===== config.mk =====
export PLATFORM = sky130hd
export DESIGN_NAME = avalon_packetizer_flat
export DESIGN_NICKNAME = d
export VERILOG_FILES = /design/src/rtl/avalon_packetizer_if.sv /design/src/rtl/avalon_packetizer.sv /design/src/flat_wrapper.sv
export SDC_FILE = /design/constraint.sdc
export NUM_CORES = 1
export LEC_CHECK = 0
export ABC_AREA = 1
export BUFFER_PORTS_ARGS = -buffer_cell sky130_fd_sc_hd__buf_4
export CAP_MARGIN = 20
export CORE_MARGIN = 2
export CORE_UTILIZATION = 25
export DETAILED_ROUTE_END_ITERATION = 8
export PLACE_DENSITY = 0.47
export SLEW_MARGIN = 20
export SYNTH_ARGS = -nofsm -noshare
export SYNTH_HDL_FRONTEND = slang
export SYNTH_SLANG_ARGS = --single-unit

===== constraint.sdc =====
create_clock -name clk -period 6.2 [get_ports clk]
set_input_delay 0.31 -clock clk [delete_from_list [all_inputs] [get_ports clk]]
set_output_delay 0.31 -clock clk [all_outputs]
set_load 0.01 [all_outputs]

===== src/rtl/avalon_packetizer_if.sv =====
// Avalon-ST stream bundle shared by the raw (unframed) and framed sides of the packetizer.
interface avalon_st_if #(
  parameter int DATA_WIDTH_IN_BYTES = 16
);
  localparam int EW = (DATA_WIDTH_IN_BYTES > 1) ? $clog2(DATA_WIDTH_IN_BYTES) : 1;

  logic [8*DATA_WIDTH_IN_BYTES-1:0] data;
  logic                             valid;
  logic                             rdy;
  logic                             sop;
  logic                             eop;
  logic [EW-1:0]                    empty;

  modport master (output data, valid, sop, eop, empty, input rdy);
  modport slave  (input data, valid, sop, eop, empty, output rdy);
endinterface


===== src/rtl/avalon_packetizer.sv =====
// Frames an unframed word stream into Avalon-ST packets of cfg_pkt_len bytes,
// through a single output register with full-throughput backpressure.
module avalon_packetizer #(
  parameter int DATA_WIDTH_IN_BYTES = 16,
  parameter int MAX_LEN_BYTES       = 65535
) (
  input  logic        clk,
  input  logic        rst,
  avalon_st_if.slave  raw_msg,
  avalon_st_if.master framed_msg,
  input  logic [15:0] cfg_pkt_len,
  output logic        len_error,
  output logic [15:0] packets_sent,
  output logic        busy
);
  localparam int LG = $clog2(DATA_WIDTH_IN_BYTES);

  typedef enum logic {IDLE, IN_PACKET} state_t;

  state_t      state, state_nxt;
  logic [15:0] len_q;
  logic [15:0] word_cnt;
  logic [15:0] cur_len;
  logic [15:0] cur_idx;
  logic [16:0] cur_words;
  logic [LG-1:0] cur_empty;
  logic        first_word;
  logic        last_word;
  logic        raw_rdy;
  logic        accept;

  // The first word of a packet uses the live cfg_pkt_len; later words use the latched copy.
  always_comb begin
    first_word = (state == IDLE);
    cur_len    = first_word ? cfg_pkt_len : len_q;
    cur_idx    = first_word ? '0 : word_cnt;
    cur_words  = ({1'b0, cur_len} + 17'(DATA_WIDTH_IN_BYTES - 1)) >> LG;
    last_word  = (({1'b0, cur_idx} + 17'd1) == cur_words);
    cur_empty  = LG'((cur_words << LG) - {1'b0, cur_len});
  end

  always_ff @(posedge clk or negedge rst) begin
    if (!rst) state <= IDLE;
    else      state <= state_nxt;
  end

  always_comb begin
    state_nxt = state;
    len_error = first_word &&
                ((cfg_pkt_len == '0) || ({1'b0, cfg_pkt_len} > 17'(MAX_LEN_BYTES)));
    raw_rdy   = (~framed_msg.valid | framed_msg.rdy) & ~len_error;
    accept    = raw_msg.valid & raw_rdy;
    busy      = (state == IN_PACKET);
    case (state)
      IDLE:      if (accept && !last_word) state_nxt = IN_PACKET;
      IN_PACKET: if (accept && last_word)  state_nxt = IDLE;
      default:   state_nxt = IDLE;
    endcase
  end

  assign raw_msg.rdy = raw_rdy;

  always_ff @(posedge clk or negedge rst) begin
    if (!rst) begin
      framed_msg.valid <= 1'b0;
      framed_msg.data  <= '0;
      framed_msg.sop   <= 1'b0;
      framed_msg.eop   <= 1'b0;
      framed_msg.empty <= '0;
      len_q            <= '0;
      word_cnt         <= '0;
    end else if (accept) begin
      framed_msg.valid <= 1'b1;
      framed_msg.data  <= raw_msg.data;
      framed_msg.sop   <= first_word;
      framed_msg.eop   <= last_word;
      framed_msg.empty <= last_word ? cur_empty : '0;
      word_cnt         <= cur_idx + 16'd1;
      if (first_word) len_q <= cfg_pkt_len;
    end else if (framed_msg.rdy) begin
      framed_msg.valid <= 1'b0;
    end
  end

  always_ff @(posedge clk or negedge rst) begin
    if (!rst)
      packets_sent <= '0;
    else if (framed_msg.valid && framed_msg.rdy && framed_msg.eop)
      packets_sent <= packets_sent + 16'd1;
  end
endmodule

===== src/flat_wrapper.sv =====
// flat-port wrapper written by rule: the top's interface ports become plain ports
module avalon_packetizer_flat 
#(
  parameter int DATA_WIDTH_IN_BYTES = 16,
  parameter int MAX_LEN_BYTES       = 65535
)
  (clk, rst, cfg_pkt_len, len_error, packets_sent, busy, raw_msg_data, raw_msg_valid, raw_msg_sop, raw_msg_eop, raw_msg_empty, raw_msg_rdy, framed_msg_data, framed_msg_valid, framed_msg_sop, framed_msg_eop, framed_msg_empty, framed_msg_rdy);
  avalon_st_if #(.DATA_WIDTH_IN_BYTES(DATA_WIDTH_IN_BYTES)) raw_msg_i ();
  avalon_st_if #(.DATA_WIDTH_IN_BYTES(DATA_WIDTH_IN_BYTES)) framed_msg_i ();
  input  logic clk;
  input  logic rst;
  input  logic [15:0] cfg_pkt_len;
  output logic len_error;
  output logic [15:0] packets_sent;
  output logic busy;
  input wire logic [$bits(raw_msg_i.data)-1:0] raw_msg_data;
  input wire logic [$bits(raw_msg_i.valid)-1:0] raw_msg_valid;
  input wire logic [$bits(raw_msg_i.sop)-1:0] raw_msg_sop;
  input wire logic [$bits(raw_msg_i.eop)-1:0] raw_msg_eop;
  input wire logic [$bits(raw_msg_i.empty)-1:0] raw_msg_empty;
  output wire logic [$bits(raw_msg_i.rdy)-1:0] raw_msg_rdy;
  output wire logic [$bits(framed_msg_i.data)-1:0] framed_msg_data;
  output wire logic [$bits(framed_msg_i.valid)-1:0] framed_msg_valid;
  output wire logic [$bits(framed_msg_i.sop)-1:0] framed_msg_sop;
  output wire logic [$bits(framed_msg_i.eop)-1:0] framed_msg_eop;
  output wire logic [$bits(framed_msg_i.empty)-1:0] framed_msg_empty;
  input wire logic [$bits(framed_msg_i.rdy)-1:0] framed_msg_rdy;
  assign raw_msg_i.data = raw_msg_data;
  assign raw_msg_i.valid = raw_msg_valid;
  assign raw_msg_i.sop = raw_msg_sop;
  assign raw_msg_i.eop = raw_msg_eop;
  assign raw_msg_i.empty = raw_msg_empty;
  assign raw_msg_rdy = raw_msg_i.rdy;
  assign framed_msg_data = framed_msg_i.data;
  assign framed_msg_valid = framed_msg_i.valid;
  assign framed_msg_sop = framed_msg_i.sop;
  assign framed_msg_eop = framed_msg_i.eop;
  assign framed_msg_empty = framed_msg_i.empty;
  assign framed_msg_i.rdy = framed_msg_rdy;
  avalon_packetizer #(.DATA_WIDTH_IN_BYTES(DATA_WIDTH_IN_BYTES), .MAX_LEN_BYTES(MAX_LEN_BYTES)) u_core (.clk(clk), .rst(rst), .raw_msg(raw_msg_i), .framed_msg(framed_msg_i), .cfg_pkt_len(cfg_pkt_len), .len_error(len_error), .packets_sent(packets_sent), .busy(busy));
endmodule

==> results.json <==
{
  "worstPathMaxFanout": 80,
  "grt_pass1_vias": 7795,
  "areaGrowthSynthToFinish_pct": 36.2,
  "grt_start_max_net_pins": 81,
  "async_flop_share": 1.00,
  "combPwrFrac": 0.242,
  "end_kind": "flop",
  "cp-endpoint": "u_core.framed_msg.data[35]",
  "clock_latency_ns": 0.44,
  "insertedDiodeCount": 0,
  "sw_frac_of_total": 0.318,
  "clkPwrFrac": 0.340,
  "finalWeightedCongestion": 0.825,
  "cts_sinks": 184,
  "power_frac_seq": 0.419,
  "route.detailed.wl_per_inst_um": 14.9,
  "grt_first_pass_wirelength_um": 44100,
  "core_region_area_mm2": 0.0345,
  "design.final.nets": 1560,
  "post_syn_area_per_cell_um2": 7.84,
  "final-hold-violation-count": 0,
  "finish.utilization": 0.346,
  "dr.first_iter.drc_count": 469,
  "setup-tns-final_ns": 0,
  "dieWidth_um": 191,
  "overflow": 0,
  "timing.fmax_mhz": 276,
  "power_density_over_cell_area_mw_per_mm2": 288,
  "chipHeight_um": 191,
  "cts.reportedPaths.clkPinSlew_ns": 0.08,
  "routed_via_density": 4.19,
  "switching_power_mw": 1.10,
  "hpwl_um": 20100,
  "outcome": "finished, final reports clean",
  "syn-num-nets": 1277,
  "hold_path.class": "in -> reg",
  "post_synth_inst_count": 1120,
  "route.detailed.drc": 0,
  "cts_repair_resize_count": 0,
  "timing_worst_setup_path_type": "reg -> reg",
  "initial_standard_cell_utilization_of_the_core": 0.254,
  "worst-slew-pin-transition_ns": 0.887,
  "slew_headroom": 0.409,
  "power.internal_mw": 2.35,
  "worst-r2r-setup-slack_ns": 2.58,
  "postRouteAntennaNets": 0,
  "rr_endpoint": "u_core.framed_msg.data[35]",
  "floorplan.die_area_mm2": 0.0366,
  "yosys_warnings": 0,
  "rsz_0062_raised_after_global_routing": "no",
  "filler_cell_count": 3759,
  "first_pass_iteration_count_of_the_detailed_router": 5,
  "setup_viol": 0,
  "cts_buffers": 17,
  "synth_ff_type": "sky130_fd_sc_hd__dfrtp_1",
  "fin_area_mm2": 0.0120,
  "port-buffer-count": 301,
  "htreeDepth": 4,
  "crit_required_ns": 6.53,
  "placement.setup.worst_slack_ns": 2.56,
  "antenna_found_initial": 0,
  "timing.max_cap.violations": 0,
  "finalWorstPathRequiredPeriod_ns": 3.62,
  "finalWorstSetupSlack_ns": 2.58,
  "cellLeakagePower_nw": 6.48,
  "multi_input_area_mm2": 0.00359,
  "placement_rows": 68,
  "finalMaxSlewViolations": 0,
  "dpl-instance-area_mm2": 0.0113,
  "timing.critical_path.arrival_ns": 3.96,
  "max_clock_buf_depth": 2,
  "io_pins": 308,
  "syn-cell-area_mm2": 0.00878,
  "edff_count_synth": 0,
  "seq_area_frac_synth": 0.524,
  "rr_worst_depth": 13,
  "min_period_over_period": 0.584,
  "yosysUniqueCellTypes": 32,
  "ys_ff_latch": 184,
  "drive_above_1_share": 0.274,
  "cp-start-kind": "flop",
  "seqCellArea_mm2": 0.00461,
  "finalWirelength_um": 27900,
  "cts_tree": "built",
  "holdWs_ns": 0.0460,
  "routed-via-count": 7834,
  "max_rail_drop_vdd_mv": 0.186,
  "clock-skew-final_ns": 0.00879,
  "overall_global_routing_resource_usage": 0.156,
  "cts.root.buffer_cell": "sky130_fd_sc_hd__clkbuf_16"
}
-- cells in the mapped netlist (4+ instances only) --
cell type	number	area [um^2]
sky130_fd_sc_hd__buf_2	11	55.1
sky130_fd_sc_hd__nor2_4	6	67.6
sky130_fd_sc_hd__nand2_2	14	87.6
sky130_fd_sc_hd__dfrtp_1	184	4600
sky130_fd_sc_hd__nor2_2	9	56.3
sky130_fd_sc_hd__xor2_1	12	105
sky130_fd_sc_hd__nand3_1	50	250
sky130_fd_sc_hd__nand2_1	610	2290
sky130_fd_sc_hd__nand4_1	10	62.6
sky130_fd_sc_hd__o21ai_0	38	190
sky130_fd_sc_hd__inv_2	6	22.5
sky130_fd_sc_hd__xnor2_1	12	105
sky130_fd_sc_hd__buf_6	15	169
sky130_fd_sc_hd__inv_1	61	229
sky130_fd_sc_hd__clkbuf_1	12	45.0
sky130_fd_sc_hd__nor2_1	34	128
sky130_fd_sc_hd__nand3_2	7	70.1
sky130_fd_sc_hd__buf_4	4	30.0
-- flip-flops by register name, indices dropped and copies added (netlist names), named ones only --
name and cells:
u_core.len_q 16, u_core.framed_msg.empty 4, u_core.framed_msg.data 128, u_core.framed_msg.sop 1, u_core.word_cnt 16, u_core.framed_msg.eop 1
u_core.framed_msg.valid 1, u_core.packets_sent 16
-- timing repair --
action | 4_1_cts | 5_1_grt
endpoints found under the hold margin | 61 | 0
setup buffers | 0 | 0
hold buffers | 1 | 0
-- power by group through the flow --
stage          Clock [mW]  Combinational, mW  Sequential (mW)
2_1_floorplan           0              0.398             1.51
3_3_place_gp            0              0.846             1.46
3_5_place_dp            0              0.850             1.46
4_1_cts              1.21              0.851             1.44
5_1_grt              1.26              0.941             1.47
6_report             1.17              0.833             1.44
-- final cells by class --
type	count	share of cell area
Sequential cell	184	0.385
Timing Repair Buffer	308	0.194
Clock buffer	20	0.0373
Tap cell	455	0.0476
Inverter	69	0.0219
Multi-Input combinational cell	823	0.300
Clock inverter	12	0.0138
-- worst max-delay path, stage by stage (launching register included) --
cell,delay (ns)
sky130_fd_sc_hd__dfrtp_2,0.41
sky130_fd_sc_hd__inv_2,0.29
sky130_fd_sc_hd__nand2_1,0.14
sky130_fd_sc_hd__nor3_2,0.12
sky130_fd_sc_hd__nand3_1,0.08
sky130_fd_sc_hd__nor4_1,0.20
sky130_fd_sc_hd__nand2_1,0.19
sky130_fd_sc_hd__nand2_1,0.19
sky130_fd_sc_hd__inv_2,0.07
sky130_fd_sc_hd__nand2_4,0.48
sky130_fd_sc_hd__inv_4,0.41
sky130_fd_sc_hd__buf_4,0.48
sky130_fd_sc_hd__nand2_1,0.26
sky130_fd_sc_hd__nand2_1,0.07
-- kinds of logic (layout without fill, tap and decap cells) --
logic type / count (synthesis) / in the layout / share of synthesized area
xor+xnor: 24 / 24 / 0.0239
flops: 184 / 184 / 0.524
fa+ha+maj: 3 / 3 / 0.00428
simple gates: 752 / 752 / 0.354
compound gates: 44 / 44 / 0.0264
buf+inv: 113 / 409 / 0.0675
-- worst min path at each step --
stage,from,endpoint,slack (ns),cells past startpoint
4_1_cts,raw_msg_data[89],u_core.framed_msg.data[89],0.02,3
6_report,raw_msg_data[89],u_core.framed_msg.data[89],0.05,3
5_1_grt,raw_msg_data[87],u_core.framed_msg.data[87],0.02,3
3_5_place_dp,rst,u_core.framed_msg.sop,0.36,1
3_3_place_gp,rst,u_core.len_q[3],0.36,1
2_1_floorplan,rst,asynchronous set/reset pin,0.01,0
-- layer usage --
layer,vias up,part of all wire,GRT usage
met2,203,0.48,0.255
met4,0,0.011,0.0385
met5,-,0,0
met1,3629,0.44,0.196
li1,3987,-,-
met3,15,0.075,0.0567
-- stage by stage --
step           total power, mW  std cells
5_1_grt                   3.67       1871
4_1_cts                   3.51       1871
3_5_place_dp              2.31       1838
3_3_place_gp              2.31       1838
2_1_floorplan             1.91       1120
6_report                  3.45       1871
-- cell usage in the layout, fill, tap and decap left out, types with 6 or more instances in the layout --
cell / instances
sky130_fd_sc_hd__nand2_1: 609
sky130_fd_sc_hd__buf_4: 306
sky130_fd_sc_hd__dfrtp_1: 183
sky130_fd_sc_hd__inv_1: 61
sky130_fd_sc_hd__nand3_1: 50
sky130_fd_sc_hd__o21ai_0: 38
sky130_fd_sc_hd__nor2_1: 34
sky130_fd_sc_hd__clkbuf_16: 17
sky130_fd_sc_hd__nand2_2: 14
sky130_fd_sc_hd__xnor2_1: 12
sky130_fd_sc_hd__xor2_1: 12
sky130_fd_sc_hd__nand4_1: 10
sky130_fd_sc_hd__nor2_2: 9
sky130_fd_sc_hd__nand3_2: 7
sky130_fd_sc_hd__nor2_4: 6
Power figures use the tool's default switching activity.
